[config.mk]
export PLATFORM = sky130hd
export DESIGN_NAME = lfsr_bist
export DESIGN_NICKNAME = d
export VERILOG_FILES = /design/src/rtl/bist_pkg.sv /design/src/rtl/lfsr_step.sv /design/src/rtl/lfsr_bist.sv
export SDC_FILE = /design/constraint.sdc
export NUM_CORES = 1
export LEC_CHECK = 0
export ABC_AREA = 1
export CAP_MARGIN = 30
export CORE_MARGIN = 5
export CORE_UTILIZATION = 53
export CTS_CLUSTER_DIAMETER = 200
export DETAILED_ROUTE_END_ITERATION = 7
export HOLD_SLACK_MARGIN = 0.02
export PLACE_DENSITY = 0.8
export SYNTH_ARGS = -nofsm -noshare
export SYNTH_HDL_FRONTEND = slang
export SYNTH_SLANG_ARGS = --single-unit
[constraint.sdc]
create_clock -name clk -period 2.3 [get_ports clk]
set_clock_uncertainty 0.15 [all_clocks]
set_input_delay 0.575 -clock clk [delete_from_list [all_inputs] [get_ports clk]]
set_output_delay 0.575 -clock clk [all_outputs]
set_load 0.01 [all_outputs]
[src/rtl/bist_pkg.sv]
// Shared types for the LFSR BIST block: controller states and run modes.
// Latency: n/a (types only).
// Backpressure: n/a.
package bist_pkg;

  typedef enum logic [1:0] {
    ST_IDLE = 2'd0,
    ST_RUN  = 2'd1,
    ST_DONE = 2'd2
  } state_e;

  typedef enum logic {
    MODE_TPG  = 1'b0,
    MODE_MISR = 1'b1
  } mode_e;

endpackage

[src/rtl/lfsr_step.sv]
// One Galois LFSR/MISR step: shift up, fold the top bit back through the taps, xor in data.
// Latency: purely combinational.
// Backpressure: none.
module lfsr_step #(
  parameter int WIDTH = 7
) (
  input  logic [WIDTH-1:0] cur,
  input  logic [WIDTH-1:0] poly,
  input  logic [WIDTH-1:0] din,
  output logic [WIDTH-1:0] nxt
);

  localparam logic [WIDTH-1:0] X0_TERM = {{(WIDTH-1){1'b0}}, 1'b1};

  logic             fb;
  logic [WIDTH-1:0] taps;

  assign fb = cur[WIDTH-1];
  // The x^0 coefficient is always present, whatever poly[0] says.
  assign taps = (poly | X0_TERM) & {WIDTH{fb}};
  assign nxt  = {cur[WIDTH-2:0], 1'b0} ^ taps ^ din;

endmodule

[src/rtl/lfsr_bist.sv]
// LFSR test-pattern generator / MISR signature compactor with IDLE-RUN-DONE control.
// Latency: first pattern the cycle after start; done pulses the cycle after the last step.
// Backpressure: none; MISR absorbs only on data_valid, start is ignored while busy.
module lfsr_bist
  import bist_pkg::*;
#(
  parameter int WIDTH = 7,
  parameter int CNT_W = 16
) (
  input  logic             clk,
  input  logic             rst_n,
  input  logic             start,
  input  logic             mode,
  input  logic [WIDTH-1:0] seed,
  input  logic [WIDTH-1:0] poly,
  input  logic [CNT_W-1:0] num,
  input  logic             abort,
  input  logic [WIDTH-1:0] data_in,
  input  logic             data_valid,
  output logic [WIDTH-1:0] pattern,
  output logic             pattern_valid,
  output logic             busy,
  output logic             done,
  output logic [WIDTH-1:0] signature
);

  localparam logic [CNT_W-1:0] CNT_ONE  = {{(CNT_W-1){1'b0}}, 1'b1};
  localparam logic [WIDTH-1:0] LFSR_ONE = {{(WIDTH-1){1'b0}}, 1'b1};

  state_e           state;
  mode_e            mode_q;
  logic [WIDTH-1:0] lfsr_q;
  logic [WIDTH-1:0] poly_q;
  logic [WIDTH-1:0] sig_q;
  logic [CNT_W-1:0] cnt_q;
  logic [CNT_W-1:0] num_q;
  logic             pv_q;
  logic             busy_q;
  logic             done_q;

  logic [WIDTH-1:0] step_din;
  logic [WIDTH-1:0] step_nxt;
  logic [WIDTH-1:0] seed_eff;
  logic [CNT_W-1:0] cnt_inc;
  logic             advance;
  logic             last;
  mode_e            mode_in;

  assign mode_in  = mode_e'(mode);
  // A TPG run seeded with zero would lock up, so it starts from 1 instead.
  assign seed_eff = (mode_in == MODE_TPG && seed == '0) ? LFSR_ONE : seed;
  assign step_din = (mode_q == MODE_MISR) ? data_in : '0;
  assign advance  = (state == ST_RUN) && ((mode_q == MODE_TPG) || data_valid);
  assign cnt_inc  = cnt_q + CNT_ONE;
  assign last     = advance && (cnt_inc == num_q);

  lfsr_step #(.WIDTH(WIDTH)) u_step (
    .cur  (lfsr_q),
    .poly (poly_q),
    .din  (step_din),
    .nxt  (step_nxt)
  );

  // Controller FSM with registered outputs; abort beats every other event.
  always_ff @(posedge clk or negedge rst_n) begin
    if (!rst_n) begin
      state  <= ST_IDLE;
      mode_q <= MODE_TPG;
      lfsr_q <= '0;
      poly_q <= '0;
      sig_q  <= '0;
      cnt_q  <= '0;
      num_q  <= '0;
      pv_q   <= 1'b0;
      busy_q <= 1'b0;
      done_q <= 1'b0;
    end else begin
      done_q <= 1'b0;
      case (state)
        ST_IDLE: begin
          if (start && !abort) begin
            lfsr_q <= seed_eff;
            poly_q <= poly;
            mode_q <= mode_in;
            num_q  <= num;
            cnt_q  <= '0;
            busy_q <= 1'b1;
            if (num == '0) begin
              state  <= ST_DONE;
              sig_q  <= seed_eff;
              done_q <= 1'b1;
              pv_q   <= 1'b0;
            end else begin
              state <= ST_RUN;
              pv_q  <= (mode_in == MODE_TPG);
            end
          end
        end
        ST_RUN: begin
          if (abort) begin
            state  <= ST_IDLE;
            busy_q <= 1'b0;
            pv_q   <= 1'b0;
          end else if (advance) begin
            lfsr_q <= step_nxt;
            cnt_q  <= cnt_inc;
            if (last) begin
              state  <= ST_DONE;
              sig_q  <= step_nxt;
              done_q <= 1'b1;
              pv_q   <= 1'b0;
            end
          end
        end
        ST_DONE: begin
          state  <= ST_IDLE;
          busy_q <= 1'b0;
          pv_q   <= 1'b0;
        end
        default: begin
          state  <= ST_IDLE;
          busy_q <= 1'b0;
          pv_q   <= 1'b0;
        end
      endcase
    end
  end

  assign pattern       = lfsr_q;
  assign pattern_valid = pv_q;
  assign busy          = busy_q;
  assign done          = done_q;
  assign signature     = sig_q;

endmodule

==> flow_summary.json, run 1 <==
{
  "ys_warn_count": 0,
  "power_density_nw_per_um2": 1100,
  "period_share": 0.972,
  "final_cells": 637,
  "coreArea_sq_um": 6310,
  "total_power_uw": 4960,
  "synth_area_leaders": "dfrtp_1 43%, nand2_1 19%, nand3_1 6.3%",
  "grt_pass1_vias": 3331,
  "drc": 0,
  "grt_pass1_wl_microns": 15300,
  "fin_util": 0.717,
  "hold_violations": 0,
  "synth_cell_type_count": 32,
  "fp.dieArea_sq_um": 8120,
  "clk_latency_ps": 340,
  "yosysSeqAreaShare": 0.426,
  "syn_area_sq_um": 3400,
  "place_hpwl_microns": 6870,
  "dr_total_vias": 3448,
  "cts_buffer_depth": 2,
  "tightest_slew_ps": 408,
  "grt_max_degree": 59,
  "die_y_microns": 90.1,
  "slew_viol_final": 0,
  "io_buffers": 58,
  "dp.cells": 614,
  "synth_cells": 467,
  "antennaDiodeCount": 0,
  "first_iter_violations": 253,
  "cts_tree": "yes",
  "power_leakage_uw": 0.00213,
  "fp.dieW_microns": 90.1,
  "grt.overflow.total": 0,
  "synth.top_cell.area_share": 0.426,
  "synth_top_area_cell": "dfrtp_1",
  "post-route-min-period_ps": 2240,
  "num_io_pins": 60,
  "fin_nets": 599,
  "arrival_ps": 2320,
  "cp-end-kind": "register",
  "numCtsBuffers": 9,
  "htreeDepth": 3,
  "grt_use_total": 0.230,
  "start_kind": "register",
  "drive_above_1_share": 0.157,
  "gp_congestion": 0.944,
  "required_ps": 2390,
  "vdd_drop_max_uv": 941,
  "status": "finished, final reports clean",
  "clock_sinks": 58,
  "finalInstanceArea_sq_um": 4530,
  "final_common_cell": "nand2_1",
  "cp_max_fo": 8,
  "wl_per_cell_microns": 14.6,
  "start_util": 0.539,
  "rows": 29,
  "crit_type": "register to register",
  "vias_per_cell": 5.41,
  "min_path_type": "input pin to async pin",
  "max_freq_mhz": 447,
  "routed_wl_microns": 9320,
  "root_buffer": "clkbuf_8",
  "detailed_place.area_sq_um": 4220,
  "rsz0062_at_grt": "true",
  "clk_pin_slew_worst_paths_ps": 70,
  "final_cell_mix": "163 x nand2_1, 58 x dfrtp_1, 57 x clkdlybuf4s50_1",
  "max-slew-margin-rel": 0.725,
  "dr.pass1.iters": 5,
  "finalSetupViolations": 0,
  "tns_ps": 0,
  "synth_seq_cells": 58,
  "drv_cap": 0,
  "syn_nets": 511,
  "antenna_found_initial": 0,
  "syn_to_final_growth_pct": 33.0,
  "ant_nets": 0,
  "syn_area_per_cell_sq_um": 7.29
}
## synth_stat cells
master,instances
nor4_1,2
inv_2,5
xnor2_1,1
ha_1,1
nand2_2,6
buf_2,5
nand4_1,8
dfrtp_1,58
inv_1,50
nor3_1,5
a311oi_1,1
o21ai_0,31
and3_1,1
o21ai_1,1
a21oi_2,1
nor2_1,17
and2_1,3
nand3b_1,4
buf_1,1
nand2_4,2
nand2_1,168
nor3_2,2
clkbuf_1,6
o22ai_1,15
nor2_2,5
a21oi_1,1
nand3_1,43
clkinv_1,1
o21bai_1,1
xor2_1,15
nor2_4,6
xnor3_1,1
## layout make-up
class                   instances  area, sq um
well taps                      77         96.3
clock inverters                 4         26.3
multi-input cells             341         1760
repair buffers                 89          828
flip-flops and latches         58         1450
clock buffers                  12          155
inverters                      56          210
fillers                       533         1790
## worst max-delay path, stage by stage (launching register included)
cell and delay, ps:
dfrtp_1 410, ha_4 180, nand2_4 70, nor2_4 250
nand3_1 150, nand3_1 140, nand2_1 80, nor3_2 100
nand2_1 90, nor2_2 100, nand2_2 90, nand2_4 110
nand2_4 80, nand2_1 60, nand2_1 50
## state kept, by name, indices dropped and copies added (netlist names)
signal,flops
cnt_q,16
poly_q,6
pattern,7
signature,7
mode_q,1
num_q,16
state,2
busy,1
done,1
pattern_valid,1
## stage by stage
step           setup WS (ps)  hold slack, ps
2_1_floorplan            282             129
3_3_place_gp            -219             306
3_5_place_dp            -292             315
4_1_cts                 38.4            94.2
5_1_grt                -94.3             106
6_report                64.3            76.4
## kinds of logic (layout without fill, tap and decap cells)
family,count (synthesis),after routing,share of synthesized area
AOI/OAI and AO/OA,51,51,0.0835
xor gates and xnor gates,17,17,0.0478
adders and majority gates,1,1,0.00368
buffers and inverters,68,161,0.0768
DFF,58,58,0.426
and+or+nand+nor,272,272,0.362
## final timing paths
| kind | end | cells past startpoint | slack, ps | start |
|---|---|---|---|---|
| max | signature[4]$_DFFE_PN0P_ | 14 | 60 | cnt_q[0]$_DFFE_PN0P_ |
| min | num_q[9]$_DFFE_PN0P_ | 2 | 80 | rst_n |
| max in group asynchronous | cnt_q[15]$_DFFE_PN0P_ | 2 | 1650 | rst_n |
| min in group clk | signature[0]$_DFFE_PN0P_ | 2 | 320 | signature[0]$_DFFE_PN0P_ |
| max reg2reg | signature[4]$_DFFE_PN0P_ | 14 | 60 | cnt_q[0]$_DFFE_PN0P_ |
| min reg2reg | signature[0]$_DFFE_PN0P_ | 2 | 320 | signature[0]$_DFFE_PN0P_ |
## per-layer routing
metal	vias up	track usage	share of wire
li1	1673	-	-
met1	1645	0.314	0.44
met2	117	0.374	0.48
met3	13	0.0326	0.059
met4	0	0.0806	0.016
met5	-	0	0
## what timing repair did
| item | in CTS | in global routing |
|---|---|---|
| pin swaps | 0 | 15 |
| cloned | 0 | 0 |
| buffers inserted | 0 | 7 |
| hold buffers | 0 | 0 |
| gates resized for setup | 1 | 19 |
| setup endpoints to repair | 8 | 11 |
## power by group
group	internal [uW]	switching [uW]
Sequential	1390	247
Combinational	1040	1430
Clock	448	413
Power figures use the tool's default switching activity.
==> inputs of run 2 (changes only) <==
CORE_UTILIZATION = 35   (was 53)
PLACE_DENSITY = default   (was 0.8)
==> run 2 against run 1 <==
Die area increased by 45%. Final cell count increased by 8.9%. Combinational power decreased by 2%. Count of clock-buffer cells in the layout decreased by 1. Critical path type unchanged. Flip-flop and latch count unchanged. Critical endpoint is now signature[0]$_DFFE_PN0P_. Clock power increased by 23%. Wire length decreased by 1.7%. Core utilization decreased by 23 points. Via count decreased by 4.4%. Non-clock buffer count increased by 1.
==> flow_summary.json, run 2 (synthesized netlist as in run 1, its figures left out) <==
{
  "final_common_cell": "nand2_1",
  "drc": 0,
  "fin_ws_ps": 35.9,
  "htreeDepth": 3,
  "drv_cap": 0,
  "cts_buffer_depth": 2,
  "cp-end-kind": "register",
  "vias_per_cell": 4.75,
  "antennaDiodeCount": 0,
  "crit_type": "register to register",
  "cts_tree": "yes",
  "grt_busiest_layer": "met2",
  "total_power_uw": 5130,
  "crit_chain": "buf_6 > nand2_2 > nor2_4 > nand2_2 > nand2_2 > nand2_2 > nand2_2 > nand3_1 > nor2_1 > nand2_1 > nor2_2 > nand2_2 > nand2_4 > nand2_8 > nand2_1 > nand2_1",
  "clk_latency_ps": 340,
  "numCtsBuffers": 9,
  "rows": 36,
  "ff2ff_path_depth": 16,
  "r2r_slack_ps": 40,
  "period_share": 0.984,
  "vdd_drop_max_uv": 495,
  "grt_pass1_wl_microns": 15100,
  "gp_congestion": 0.891,
  "r2r-end": "signature[0]$_DFFE_PN0P_",
  "worst_path_max_delay_cell": "dfrtp_1",
  "seqPwrFrac": 0.321,
  "met3_usage": 0.0337,
  "p_sw_frac": 0.403,
  "dr.pass1.iters": 5,
  "clockPowerShare": 0.207,
  "max_freq_mhz": 442,
  "cp_max_fo": 8,
  "finalSetupViolations": 0,
  "grt.overflow.total": 0,
  "drive_above_1_share": 0.171,
  "die_y_microns": 109,
  "max-slew-margin-rel": 0.641,
  "fin_nets": 600,
  "final_cell_mix": "158 x nand2_1, 58 x dfrtp_1, 57 x clkdlybuf4s50_1",
  "required_ps": 2400,
  "start_kind": "register",
  "reg2reg_from": "cnt_q[0]$_DFFE_PN0P_",
  "comb_power_share": 0.472,
  "grt_pass1_vias": 3182,
  "grt_max_degree": 37,
  "syn_to_final_growth_pct": 37.3,
  "fin_util": 0.485,
  "dp_slack_ps": -258,
  "slew_viol_final": 0,
  "p_int_uw": 3060,
  "arrival_ps": 2360,
  "tightest_slew_ps": 539,
  "antenna_found_initial": 0,
  "fp.dieW_microns": 109,
  "clock_sinks": 58,
  "place_hpwl_microns": 6850,
  "fp.dieArea_sq_um": 11800,
  "ant_nets": 0,
  "coreArea_sq_um": 9640,
  "cp_common_cell": "nand2_2",
  "rsz0062_at_grt": "true",
  "dr_total_vias": 3295,
  "io_buffers": 58,
  "power_density_nw_per_um2": 1100,
  "wl_per_cell_microns": 13.2,
  "min_path_type": "input pin to async pin",
  "power_switching_uw": 2070,
  "met1_usage": 0.225,
  "clk_pin_slew_worst_paths_ps": 70,
  "status": "finished, final reports clean",
  "top_regs": "cnt_q (16), num_q (16)",
  "cpPeakStageDelay_ps": 400,
  "grt_use_met2": 0.255,
  "start_util": 0.353,
  "power_leakage_uw": 0.00215,
  "hold_violations": 0,
  "grt_use_total": 0.162,
  "num_io_pins": 60,
  "root_buffer": "clkbuf_8",
  "routed_wl_microns": 9170,
  "post-route-min-period_ps": 2260,
  "first_iter_violations": 145
}
-- run 2: critical path, delay by kind of cell (launching register included) --
kind	cells	cell delay, ps
simple gates	15	1460
flops	1	400
buf+inv	1	140
-- run 2: worst max-delay path by stage --
stage                         start                       end  slack (ps)  cells past startpoint
2_1_floorplan  cnt_q[0]$_DFFE_PN0P_  signature[4]$_DFFE_PN0P_         280                     16
3_3_place_gp             data_valid  signature[6]$_DFFE_PN0P_        -240                     14
3_5_place_dp             data_valid  signature[0]$_DFFE_PN0P_        -260                     14
4_1_cts        cnt_q[1]$_DFFE_PN0P_  signature[1]$_DFFE_PN0P_          50                     16
5_1_grt        cnt_q[0]$_DFFE_PN0P_  signature[1]$_DFFE_PN0P_        -180                     14
6_report       cnt_q[0]$_DFFE_PN0P_  signature[0]$_DFFE_PN0P_          40                     16
-- run 2: power by group through the flow --
| stage | Clock, uW | Combinational, uW | Sequential [uW] |
|---|---|---|---|
| after floorplan | 0 | 1450 | 1640 |
| after global placement | 0 | 2320 | 1640 |
| after detailed placement | 0 | 2340 | 1640 |
| after CTS | 1080 | 2350 | 1620 |
| after global routing | 1130 | 2730 | 1700 |
| final | 1060 | 2420 | 1640 |
-- run 2: repair_timing --
item,4_1_cts,5_1_grt
cloned,0,0
endpoints found under the hold margin,0,0
endpoints found under the setup margin,3,7
setup buffers,0,3
pin swaps,0,11
hold buffers,0,0
gates resized for setup,1,25
-- run 2: metal layers --
layer | routed length [microns] | share of wire
met5 | 0 | 0
met2 | 4390 | 0.48
met4 | 122 | 0.013
met3 | 352 | 0.038
met1 | 4300 | 0.47
-- run 2: layout make-up --
cell class                 count  area, sq um
fill                         995         4970
multi-input combinational    341         1790
sequential                    58         1450
timing repair buffer          90          832
inverter                      56          210
tap                          133          166
clock buffer                  11          141
clock inverter                 5         77.6
-- run 2: through the flow --
step / instances / instance area (sq um) / hold slack (ps) / TNS [ps]
floorplan: 467 / 3400 / 129 / 0
global placement: 675 / 4320 / 306 / -2750
detailed placement: 675 / 4320 / 311 / -3010
CTS: 691 / 4550 / 74.8 / 0
global route: 694 / 4670 / 93.1 / -1230
finish: 694 / 4670 / 56.6 / 0
